**src/rtl/uart_pkg.sv**
```systemverilog
// rtl/uart_pkg.sv - shared constants and state encoding for the UART receiver
package uart_pkg;

    localparam int DATA_BITS = 8;
    localparam logic [3:0] MID_SAMPLE  = 4'd7;
    localparam logic [3:0] LAST_SAMPLE = 4'd15;
    localparam logic [2:0] LAST_BIT    = 3'(DATA_BITS - 1);

    typedef enum logic [1:0] {
        IDLE  = 2'd0,
        START = 2'd1,
        DATA  = 2'd2,
        STOP  = 2'd3
    } rx_state_t;

endpackage

```
**src/rtl/uart_rx_if.sv**
```systemverilog
// rtl/uart_rx_if.sv - serial line and parallel byte delivery signals of the receiver
interface uart_rx_if;
    import uart_pkg::*;

    logic                 RxD;
    logic [DATA_BITS-1:0] rx_data;
    logic                 rx_valid;
    logic                 rx_frame_err;
    logic                 rx_busy;

    modport master (
        input  RxD,
        output rx_data,
        output rx_valid,
        output rx_frame_err,
        output rx_busy
    );

    modport slave (
        output RxD,
        input  rx_data,
        input  rx_valid,
        input  rx_frame_err,
        input  rx_busy
    );

endinterface

```
**src/rtl/uart_baud_tick.sv**
```systemverilog
// rtl/uart_baud_tick.sv - 16x oversampling tick divider, held in phase by clear
module uart_baud_tick #(
    parameter int TICK_DIV = 651
) (
    input  logic clk,
    input  logic rst,
    input  logic clear,
    output logic tick
);

    localparam int CW = (TICK_DIV > 2) ? $clog2(TICK_DIV) : 1;
    localparam logic [CW-1:0] LAST = CW'(TICK_DIV - 1);

    logic [CW-1:0] cnt;

    assign tick = (cnt == LAST) && !clear;

    always_ff @(posedge clk or posedge rst) begin
        if (rst) begin
            cnt <= '0;
        end else if (clear || tick) begin
            cnt <= '0;
        end else begin
            cnt <= cnt + 1'b1;
        end
    end

endmodule

```
**src/rtl/uart_rx.sv**
```systemverilog
// rtl/uart_rx.sv - 8N1 serial receiver with 16x oversampling and centre sampling
module uart_rx
    import uart_pkg::*;
#(
    parameter int TICK_DIV = 651
) (
    input  logic       clk,
    input  logic       rst,
    uart_rx_if.master  bus
);

    rx_state_t            state, state_n;
    logic                 rxd_meta, rxd_s, rxd_prev;
    logic                 fall;
    logic                 tick;
    logic [3:0]           s_cnt, s_cnt_n;
    logic [2:0]           b_cnt, b_cnt_n;
    logic [DATA_BITS-1:0] shreg, shreg_n;
    logic [DATA_BITS-1:0] data_r, data_n;
    logic                 valid_r, valid_n;
    logic                 err_r, err_n;

    // Reset to 1 so a line that is idle at release never looks like a START edge
    always_ff @(posedge clk or posedge rst) begin
        if (rst) begin
            rxd_meta <= 1'b1;
            rxd_s    <= 1'b1;
            rxd_prev <= 1'b1;
        end else begin
            rxd_meta <= bus.RxD;
            rxd_s    <= rxd_meta;
            rxd_prev <= rxd_s;
        end
    end

    assign fall = rxd_prev && !rxd_s;

    uart_baud_tick #(.TICK_DIV(TICK_DIV)) u_tick (
        .clk   (clk),
        .rst   (rst),
        .clear (state == IDLE),
        .tick  (tick)
    );

    always_ff @(posedge clk or posedge rst) begin
        if (rst) begin
            state   <= IDLE;
            s_cnt   <= '0;
            b_cnt   <= '0;
            shreg   <= '0;
            data_r  <= '0;
            valid_r <= 1'b0;
            err_r   <= 1'b0;
        end else begin
            state   <= state_n;
            s_cnt   <= s_cnt_n;
            b_cnt   <= b_cnt_n;
            shreg   <= shreg_n;
            data_r  <= data_n;
            valid_r <= valid_n;
            err_r   <= err_n;
        end
    end

    always_comb begin
        state_n = state;
        s_cnt_n = s_cnt;
        b_cnt_n = b_cnt;
        shreg_n = shreg;
        data_n  = data_r;
        valid_n = 1'b0;
        err_n   = 1'b0;
        case (state)
            IDLE: begin
                if (fall) begin
                    state_n = START;
                    s_cnt_n = '0;
                end
            end
            START: begin
                if (tick) begin
                    if (s_cnt == MID_SAMPLE) begin
                        s_cnt_n = '0;
                        b_cnt_n = '0;
                        state_n = rxd_s ? IDLE : DATA;
                    end else begin
                        s_cnt_n = s_cnt + 4'd1;
                    end
                end
            end
            DATA: begin
                if (tick) begin
                    s_cnt_n = s_cnt + 4'd1;
                    if (s_cnt == LAST_SAMPLE) begin
                        shreg_n = {rxd_s, shreg[DATA_BITS-1:1]};
                        if (b_cnt == LAST_BIT) begin
                            state_n = STOP;
                        end else begin
                            b_cnt_n = b_cnt + 3'd1;
                        end
                    end
                end
            end
            STOP: begin
                if (tick) begin
                    s_cnt_n = s_cnt + 4'd1;
                    if (s_cnt == LAST_SAMPLE) begin
                        state_n = IDLE;
                        if (rxd_s) begin
                            data_n  = shreg;
                            valid_n = 1'b1;
                        end else begin
                            err_n = 1'b1;
                        end
                    end
                end
            end
            default: state_n = IDLE;
        endcase
    end

    assign bus.rx_data      = data_r;
    assign bus.rx_valid     = valid_r;
    assign bus.rx_frame_err = err_r;
    assign bus.rx_busy      = (state != IDLE);

endmodule

```
**src/flat_wrapper.sv**
```systemverilog
// flat-port wrapper written by rule: the top's interface ports become plain ports
module uart_rx_flat import uart_pkg::*;
#(
    parameter int TICK_DIV = 651
)
  (clk, rst, bus_RxD, bus_rx_data, bus_rx_valid, bus_rx_frame_err, bus_rx_busy);
  uart_rx_if bus_i ();
  input  logic clk;
  input  logic rst;
  input wire logic [$bits(bus_i.RxD)-1:0] bus_RxD;
  output wire logic [$bits(bus_i.rx_data)-1:0] bus_rx_data;
  output wire logic [$bits(bus_i.rx_valid)-1:0] bus_rx_valid;
  output wire logic [$bits(bus_i.rx_frame_err)-1:0] bus_rx_frame_err;
  output wire logic [$bits(bus_i.rx_busy)-1:0] bus_rx_busy;
  assign bus_i.RxD = bus_RxD;
  assign bus_rx_data = bus_i.rx_data;
  assign bus_rx_valid = bus_i.rx_valid;
  assign bus_rx_frame_err = bus_i.rx_frame_err;
  assign bus_rx_busy = bus_i.rx_busy;
  uart_rx #(.TICK_DIV(TICK_DIV)) u_core (.clk(clk), .rst(rst), .bus(bus_i));
endmodule
```
**config.mk**
```make
export PLATFORM = sky130hd
export DESIGN_NAME = uart_rx_flat
export DESIGN_NICKNAME = d
export VERILOG_FILES = /design/src/rtl/uart_pkg.sv /design/src/rtl/uart_rx_if.sv /design/src/rtl/uart_baud_tick.sv /design/src/rtl/uart_rx.sv /design/src/flat_wrapper.sv
export SDC_FILE = /design/constraint.sdc
export NUM_CORES = 1
export LEC_CHECK = 0
export ABC_CLOCK_PERIOD_IN_PS = 6400
export CORE_ASPECT_RATIO = 1.2
export CORE_MARGIN = 2
export CORE_UTILIZATION = 30
export CTS_CLUSTER_DIAMETER = 80
export CTS_CLUSTER_SIZE = 25
export DETAILED_ROUTE_END_ITERATION = 16
export PLACE_DENSITY_LB_ADDON = 0.1
export SETUP_SLACK_MARGIN = 0.05
export SLEW_MARGIN = 20
export SYNTH_ARGS = -nofsm -noshare
export SYNTH_HDL_FRONTEND = slang
export SYNTH_HIERARCHICAL = 1
export SYNTH_SLANG_ARGS = --single-unit
```
**constraint.sdc**
```tcl
create_clock -name clk -period 6.4 [get_ports clk]
set_input_delay 0.64 -clock clk [delete_from_list [all_inputs] [get_ports clk]]
set_output_delay 0.64 -clock clk [all_outputs]
set_load 0.05 [all_outputs]
```
==> results of run 1 <==
==> stage by stage <==
step,power (mW),setup slack (ns)
2_1_floorplan,0.344,4.30
3_3_place_gp,0.361,4.07
3_5_place_dp,0.361,4.01
4_1_cts,0.570,3.80
5_1_grt,0.595,3.72
6_report,0.558,3.81
==> path summary, 6_finish.rpt <==
kind / startpoint / depth (start not counted) / slack, ns / end
setup / recovery: u_core/state[0] / 3 / 3.81 / bus_rx_busy
hold / removal: u_core/rxd_meta / 0 / 0.36 / u_core/rxd_s
setup reg to reg: u_core/u_tick/cnt[0] / 7 / 4.03 / u_core/bus.rx_data[0]
hold reg to reg: u_core/rxd_meta / 0 / 0.36 / u_core/rxd_s
max in group asynchronous: rst / 3 / 5.33 / u_core/rxd_s
min in group asynchronous: rst / 2 / 0.65 / u_core/u_tick/cnt[3]
==> placed cells by master, fill, tap and decap left out, types with 2 or more instances in the layout <==
cell type | netlist | final
or3_1 | 4 | 4
dfstp_2 | 3 | 3
nand4_1 | 3 | 3
a21oi_1 | 7 | 7
inv_1 | 6 | 6
nor2_1 | 9 | 9
a31o_2 | 2 | 2
dfrtp_1 | 37 | 37
nand3_1 | 7 | 7
xor2_1 | 2 | 2
a22o_1 | 2 | 2
o31ai_1 | 2 | 2
clkdlybuf4s50_1 | 0 | 13
o21ai_0 | 7 | 7
nor3_1 | 2 | 2
ha_1 | 5 | 5
mux2_2 | 17 | 17
clkbuf_8 | 0 | 5
nor2b_1 | 4 | 4
nand2_1 | 6 | 6
==> cells in the mapped netlist (2+ instances only) <==
cell / count / share of area (%)
nand4_1: 3 / 1.1
dfrtp_1: 37 / 52
o21ai_0: 7 / 2.0
nand3_1: 7 / 2.0
inv_1: 6 / 1.3
o31ai_1: 2 / 0.84
mux2_2: 17 / 11
nor2_1: 9 / 1.9
nand2_1: 6 / 1.3
a22o_1: 2 / 0.98
a31o_2: 2 / 0.98
buf_2: 4 / 1.1
xor2_1: 2 / 0.98
or3_1: 4 / 1.4
nor2b_1: 4 / 1.4
a21oi_1: 7 / 2.0
dfstp_2: 3 / 4.4
ha_1: 5 / 3.5
nor3_1: 2 / 0.56
==> worst max-delay path, cell delays in order, from the launching register on <==
cell             delay (ns)
dfrtp_1                0.57
nor2_1                 0.17
inv_1                  0.12
clkdlybuf4s50_1        0.81
==> metal layers <==
layer  GRT usage (%)  wire length, µm  vias to the layer above
met4            3.41               37                        0
met5               0                0                        -
met3            3.42               88                        5
li1                -                -                      555
met1            13.7             1490                      573
met2            19.5             1630                       14
==> sequential cells by signal, summed over array words and instances (netlist names), named ones only <==
| signal | flops |
|---|---|
| u_core/u_tick/cnt | 10 |
| u_core/bus.rx_data | 8 |
| u_core/shreg | 8 |
| u_core/s_cnt | 4 |
| u_core/b_cnt | 3 |
| u_core/bus.rx_frame_err | 1 |
| u_core/bus.rx_valid | 1 |
| u_core/rxd_meta | 1 |
| u_core/rxd_prev | 1 |
| u_core/rxd_s | 1 |
| u_core/state | 1 |
==> final cells by class <==
type	instances	area [µm²]
tap	80	100
timing repair buffer	14	138
sequential	40	1000
clock inverter	3	42.5
inverter	6	22.5
multi-input combinational	95	738
fill	589	3590
clock buffer	5	68.8
==> where the power goes <==
group          leakage [nW]  switching (mW)  total, mW  internal, mW
registers             0.538          0.0275      0.298         0.270
logic                 0.356          0.0334     0.0571        0.0236
clock network        0.0541          0.0875      0.203         0.115
total                 0.948           0.148      0.558         0.409
==> kinds of logic (layout without fill, tap and decap cells) <==
family / after synthesis / count (layout) / synth area share [%]
compound gates: 24 / 24 / 8.55
flops: 40 / 40 / 56.3
xor+xnor: 3 / 3 / 1.47
buf+inv: 10 / 28 / 2.38
mux: 18 / 18 / 11.3
fa+ha+maj: 5 / 5 / 3.50
simple gates: 45 / 45 / 16.5
==> impl_metrics.ini, run 1 <==
[global_routing]
grt_use_total_pct = 11.4
grt_first_pass_wirelength_mm = 5.77
antenna_found_initial = 0
grt_pass1_vias = 1233
grt_max_degree = 31
grt-ovfl-total = 0

[yosys]
postSynthCellCount = 145
synth-seq-cells = 40
synth-edff-count = 0
ys_async_sr_fraction_pct = 100
yosys_warnings = 6
syn_nets = 153
syn-cell-area_um2 = 1790
ys_types = 35
synth_ff_type = dfrtp_1
avgSynthCellArea_um2 = 12.3
yosysSeqAreaShare_pct = 56.3

[floorplan]
ioPinCount = 14
coreArea_um2 = 5710
die_x_um = 74.4
initial_core_util_pct = 31.3
die_h_um = 88.5
die-area_um2 = 6590
num_rows = 30

[timing]
report.final.slew_viol_count = 0
min_period_ns = 2.59
fin_setup_tns_ns = 0
timing.hold.ws_ns = 0.363
hold_viol = 0
fmax_ghz = 0.386
period_share_pct = 40.4
worst_pin_slew_ns = 0.505
rsz0062_at_grt = no
clock_skew_ns = 0.00865
setup_viol = 0
max_slew_margin_pct = 66.2

[clock_tree]
cts-resized-gates = 0
cts-root-buf = clkbuf_8
clk_latency_ns = 0.29
cts.clk_slew.worst_paths_ns = 0.08
ctsHoldBuffers = 0
cts_setup_buffers = 0
htree_levels = 2
clk_path_buf_depth = 2
cts_tree = done
cts_buffers = 5
cts_sinks = 40

[critical_path]
cp.arrival_ns = 1.95
start_kind = register
crit_type = register to primary output
crit_fanout = 9
cp-end-kind = primary output
cp.required_ns = 5.76

[place]
dpl.cell_count = 235
place_congestion = 0.753
dpl_cell_area_um2 = 2000
io_buffers = 13
dp_hpwl_mm = 2.27

[detailed_routing]
vias_per_cell = 4.72
drt_wl_total_mm = 3.24
drt_iter0_markers = 25
drc_errors = 0
ant_nets = 0
via_count = 1147
wl_per_cell_um = 13.3
firstDrtPassIters = 4

[final_layout]
final_nets = 170
design_area_um2 = 2110
layout-drive-gt1-share_pct = 23.3
stdcell_count = 243
antenna_cells = 0
syn_to_final_growth_pct = 18.4
finalCoreUtilization_pct = 37.1

[power_and_ir_drop]
ir_drop_v = 0.000120
pwr_density_cell_nw_per_um2 = 264
power_leakage_nw = 0.948

[run]
drv_cap = 0

[worst_hold_path]
hold_path_class = register to register

[outcome]
status = finished clean
Note: power is estimated with default switching activity, not from simulation.
==> run 2: changes to the inputs <==
--- a/config.mk
+++ b/config.mk
@@ -5,7 +5,7 @@
 export SDC_FILE = /design/constraint.sdc
 export NUM_CORES = 1
 export LEC_CHECK = 0
-export ABC_CLOCK_PERIOD_IN_PS = 6400
+export ABC_CLOCK_PERIOD_IN_PS = 2250
 export CORE_ASPECT_RATIO = 1.2
 export CORE_MARGIN = 2
 export CORE_UTILIZATION = 30
==> constraint.sdc (replaced) <==
create_clock -name clk -period 2.25 [get_ports clk]
set_input_delay 0.225 -clock clk [delete_from_list [all_inputs] [get_ports clk]]
set_output_delay 0.225 -clock clk [all_outputs]
set_load 0.05 [all_outputs]
==> run 2 against run 1 <==
Against the previous run: flip-flop and latch count unchanged; setup slack worse by 3.6 ns; global-route usage rose by 0.37 points; design area is 5.7% higher; largest power group unchanged; highest routed layer unchanged.
==> impl_metrics.ini, run 2 (synthesized netlist as in run 1, its figures left out) <==
[global_routing]
antenna_found_initial = 0
grt_first_pass_wirelength_mm = 5.89
grt_use_total_pct = 11.7
grt_max_degree = 31
grt-ovfl-total = 0
grt_pass1_vias = 1274

[floorplan]
die_h_um = 88.5
die_x_um = 74.4
initial_core_util_pct = 31.3
num_rows = 30
ioPinCount = 14
coreArea_um2 = 5710
die-area_um2 = 6590

[power_and_ir_drop]
ir_drop_v = 0.000365
power_leakage_nw = 1.02
pwr_density_cell_nw_per_um2 = 698
totalPowerFinal_mw = 1.56

[final_layout]
final_common_cell = dfrtp_1
layout-drive-gt1-share_pct = 30.9
largest_register = u_core/u_tick/cnt
stdcell_count = 258
largest_reg_flops = 10
fillCellCount = 582
final_nets = 185
finalCoreUtilization_pct = 39.2
layout_common_cells = dfrtp_1, mux2_2, buf_4, clkdlybuf4s50_1, nor2_1
antenna_cells = 0
syn_to_final_growth_pct = 25.2

[critical_path]
path_buf_inv = 1
crit_type = register to register
path_cells = nor3b_1 -> and4b_2 -> nand4_1 -> buf_4 -> nor2_4 -> mux2_2
cpMaxStageDelayCell = dfrtp_1
max_stage_delay_ns = 0.42
crit_fanout = 5
cp.arrival_ns = 2.26
cp-end-kind = register
ff2ff_path_depth = 6
r2r-start = u_core/u_tick/cnt[6]
crit_start = u_core/u_tick/cnt[6]
start_kind = register
path_delay_family = simple AND/OR/NAND/NOR gates
cp.required_ns = 2.43
r2r_slack_ns = 0.17
worstReg2RegEnd = u_core/bus.rx_data[3]

[timing]
fin_ws_ns = 0.168
setup_viol = 0
hold_viol = 0
worst_pin_slew_ns = 0.498
clock_skew_ns = 0.0102
min_period_ns = 2.08
fin_setup_tns_ns = 0
max_slew_margin_pct = 66.7
period_share_pct = 92.6
rsz0062_at_grt = no
fmax_ghz = 0.480
report.final.slew_viol_count = 0

[clock_tree]
cts-root-buf = clkbuf_8
clk_latency_ns = 0.29
cts_tree = done
cts_sinks = 40
cts_buffers = 5
ctsHoldBuffers = 0
clk_path_buf_depth = 2
cts.clk_slew.worst_paths_ns = 0.08
htree_levels = 2

[detailed_routing]
drt_iter0_markers = 52
vias_per_cell = 4.71
drc_errors = 0
via_count = 1215
drt_wl_total_mm = 3.44
firstDrtPassIters = 4
ant_nets = 0
wl_per_cell_um = 13.3

[run]
drv_cap = 0

[outcome]
status = finished clean

[place]
io_buffers = 13
pre_cts_ws_ns = 0.0511
dpl.cell_count = 247
place_congestion = 0.753
dp_hpwl_mm = 2.38

[worst_hold_path]
hold_path_class = primary input to async pin
==> run 2: stage by stage <==
| step | hold WS [ns] | area, µm² |
|---|---|---|
| after floorplan | 0.0652 | 1790 |
| after global placement | 0.351 | 2110 |
| after detailed placement | 0.358 | 2110 |
| after CTS | 0.250 | 2190 |
| after global routing | 0.283 | 2240 |
| final | 0.242 | 2240 |
==> run 2: cell type report <==
cell class / instances / area (µm²) / area share [%]
flip-flops and latches: 40 / 1000 / 44.9
well taps: 80 / 100 / 4.48
clock inverters: 3 / 18.8 / 0.839
repair buffers: 28 / 255 / 11.4
multi-input cells: 96 / 766 / 34.2
inverters: 6 / 22.5 / 1.01
clock buffers: 5 / 68.8 / 3.08
==> run 2: how the worst max path moves through the flow <==
stage	end	slack, ns	depth (start not counted)
CTS	u_core/bus.rx_data[3]	0.07	7
global route	u_core/bus.rx_data[1]	0.06	8
global placement	u_core/bus.rx_data[6]	0.14	7
finish	u_core/bus.rx_data[3]	0.17	6
detailed placement	u_core/bus.rx_data[3]	0.05	7
floorplan	u_core/bus.rx_data[0]	0.15	7
==> run 2: where the power goes <==
group          internal (mW)  switching, mW
sequential             0.769         0.0328
clock                  0.216          0.250
combinational          0.130          0.163
==> run 2: worst register-to-register path: stages, from the launching register on <==
cell and delay [ns]:
dfrtp_1 0.42, nor3b_1 0.35, and4b_2 0.33, nand4_1 0.12
buf_4 0.19, nor2_4 0.20, mux2_2 0.36
==> run 2: what timing repair did <==
item | in CTS | in global routing
gates resized for setup | 0 | 4
endpoints found under the setup margin | 1 | 20
pin swaps | 1 | 3
buffers inserted | 0 | 2
cloned | 0 | 1
==> run 2: layer usage <==
layer | up-vias | wire length [µm] | track usage [%]
met1 | 608 | 1550 | 13.8
met4 | 0 | 26 | 4.87
met5 | - | 0 | 0
met3 | 2 | 96 | 3.76
li1 | 589 | - | -
met2 | 16 | 1760 | 19.6
==> run 3: changes to the inputs <==
--- a/config.mk
+++ b/config.mk
@@ -13,6 +13,7 @@
 export CTS_CLUSTER_SIZE = 25
 export DETAILED_ROUTE_END_ITERATION = 16
 export PLACE_DENSITY_LB_ADDON = 0.1
+export REMOVE_ABC_BUFFERS = 1
 export SETUP_SLACK_MARGIN = 0.05
 export SLEW_MARGIN = 20
 export SYNTH_ARGS = -nofsm -noshare
==> run 3 against run 2 <==
Against the previous run: power grew 6.4%; routed wire length shrank 3.4%; critical path depth up 2; non-clock buffer count down 3; flip-flop and latch count is the same.
==> impl_metrics.ini, run 3 (synthesized netlist as in run 1, its figures left out) <==
[critical_path]
ff2ff_path_depth = 8
path_buf_inv = 2
crit_fanout = 8
max_stage_delay_ns = 0.38
worstReg2RegEnd = u_core/shreg[3]
worstSetupPathDepth = 8
start_kind = register
r2r-start = u_core/u_tick/cnt[0]
path_delay_family = simple AND/OR/NAND/NOR gates
r2r_slack_ns = 0.20
cpMaxStageDelayCell = dfrtp_1
path_cells = inv_1 -> ha_1 -> nor4bb_2 -> and4b_2 -> nand3_4 -> nor3_4 -> buf_12 -> mux2_2
cp.required_ns = 2.43
crit_type = register to register
cp.arrival_ns = 2.23
cp-end-kind = register

[final_layout]
final-seq-area_um2 = 1000
largest_reg_flops = 10
layout-drive-gt1-share_pct = 29.3
final_common_cell = dfrtp_1
antenna_cells = 0
multi_input_area_um2 = 746
syn_to_final_growth_pct = 25.3
final_nets = 181
layout_common_cells = dfrtp_1, mux2_2, clkdlybuf4s50_1, buf_4, nor2_1
fillCellCount = 563
largest_register = u_core/u_tick/cnt

[timing]
timing.hold.ws_ns = 0.262
worst_pin_slew_ns = 0.502
fmax_ghz = 0.488
rsz0062_at_grt = no
max_slew_margin_pct = 66.5
min_period_ns = 2.05
fin_setup_tns_ns = 0
period_share_pct = 91.0
report.final.slew_viol_count = 0
hold_viol = 0
setup_viol = 0
clock_skew_ns = 0.00444

[floorplan]
die_h_um = 88.5
die-area_um2 = 6590
initial_core_util_pct = 31.3
num_rows = 30
ioPinCount = 14
coreArea_um2 = 5710
die_x_um = 74.4

[detailed_routing]
drt_wl_total_mm = 3.32
firstDrtPassIters = 4
drc_errors = 0
route.met2.wl_mm = 1.70
ant_nets = 0
wl_met1_mm = 1.45
wl_per_cell_um = 13.1
via_count = 1193
top_layer = met4
drt_iter0_markers = 57
dr_wl_met3_um = 100
vias_per_cell = 4.70

[clock_tree]
cts_buffers = 5
clk_path_buf_depth = 2
cts-root-buf = clkbuf_8
ctsHoldBuffers = 0
cts_sinks = 40
cts.clk_slew.worst_paths_ns = 0.08
cts_tree = done
htree_levels = 2
clk_latency_ns = 0.29

[place]
io_buffers = 13
dp_hpwl_mm = 2.40
place_congestion = 0.775

[global_routing]
grt_use_total_pct = 11.7
antenna_found_initial = 0
grt-ovfl-total = 0
grt_max_degree = 31
grt_pass1_vias = 1262
grt_first_pass_wirelength_mm = 5.80

[power_and_ir_drop]
power_leakage_nw = 1.02
pwr_density_cell_nw_per_um2 = 742
ir_drop_v = 0.000308

[worst_hold_path]
hold_path_class = primary input to async pin

[outcome]
status = finished clean

[run]
drv_cap = 0
## run 3: cell types whose count changed in the layout (fill, tap and decap cells not counted)
cell and change:
clkinv_4 +1, nor4bb_2 +1, dlymetal6s2s_1 +1, nor4bb_4 -1, buf_4 -4, clkinv_2 -2
bufinv_16 +1, clkdlybuf4s50_1 -1, buf_12 +1, nor2_4 -1
## run 3: where the power goes
group	switching, mW	internal [mW]
Combinational	0.147	0.118
Clock	0.256	0.334
Sequential	0.0365	0.769
Total	0.440	1.22
## run 3: layout make-up
| cell class | count | share of cell area [%] |
|---|---|---|
| clock buffer | 5 | 3.08 |
| clock inverter | 3 | 2.13 |
| inverter | 6 | 1.01 |
| multi-input combinational | 95 | 33.3 |
| sequential | 40 | 44.9 |
| tap | 80 | 4.47 |
| timing repair buffer | 25 | 11.1 |
## run 3: metal layers
metal,GRT usage (%),vias up
met5,0,-
met4,5.84,0
met3,4.10,8
met2,20.0,21
met1,12.8,590
li1,-,574
## run 3: worst reg2reg max path: stages, from the launching register on
cell and delay, ns:
dfrtp_1 0.38, inv_1 0.06, ha_1 0.12, nor4bb_2 0.22, and4b_2 0.32, nand3_4 0.13, nor3_4 0.22, buf_12 0.15
mux2_2 0.34
## run 3: what timing repair did
item / in CTS / in global routing
pin swaps: 1 / 3
setup endpoints to repair: 3 / 21
resized for setup: 0 / 3
setup buffers: 0 / 1
## run 3: worst max-delay path by stage
stage | from | slack [ns] | to
2_1_floorplan | u_core/u_tick/cnt[0] | 0.15 | u_core/bus.rx_data[0]
3_3_place_gp | u_core/u_tick/cnt[0] | 0.12 | u_core/bus.rx_data[5]
3_5_place_dp | u_core/u_tick/cnt[0] | 0.05 | u_core/bus.rx_data[4]
4_1_cts | register | 0.05 | bus_rx_busy
5_1_grt | u_core/u_tick/cnt[0] | 0.06 | u_core/shreg[3]
6_report | u_core/u_tick/cnt[0] | 0.20 | u_core/shreg[3]
## run 3: per-stage QoR
step	std cells	utilization, %	power (mW)	setup WS, ns	cell area [µm²]
6_report	254	39.2	1.66	0.203	2240
3_5_place_dp	245	36.6	1.08	0.0469	2090
2_1_floorplan	141	-	0.969	0.147	1770
3_3_place_gp	245	36.6	1.08	0.121	2090
5_1_grt	254	39.2	1.77	0.0640	2240
4_1_cts	253	38.7	1.69	0.0544	2210
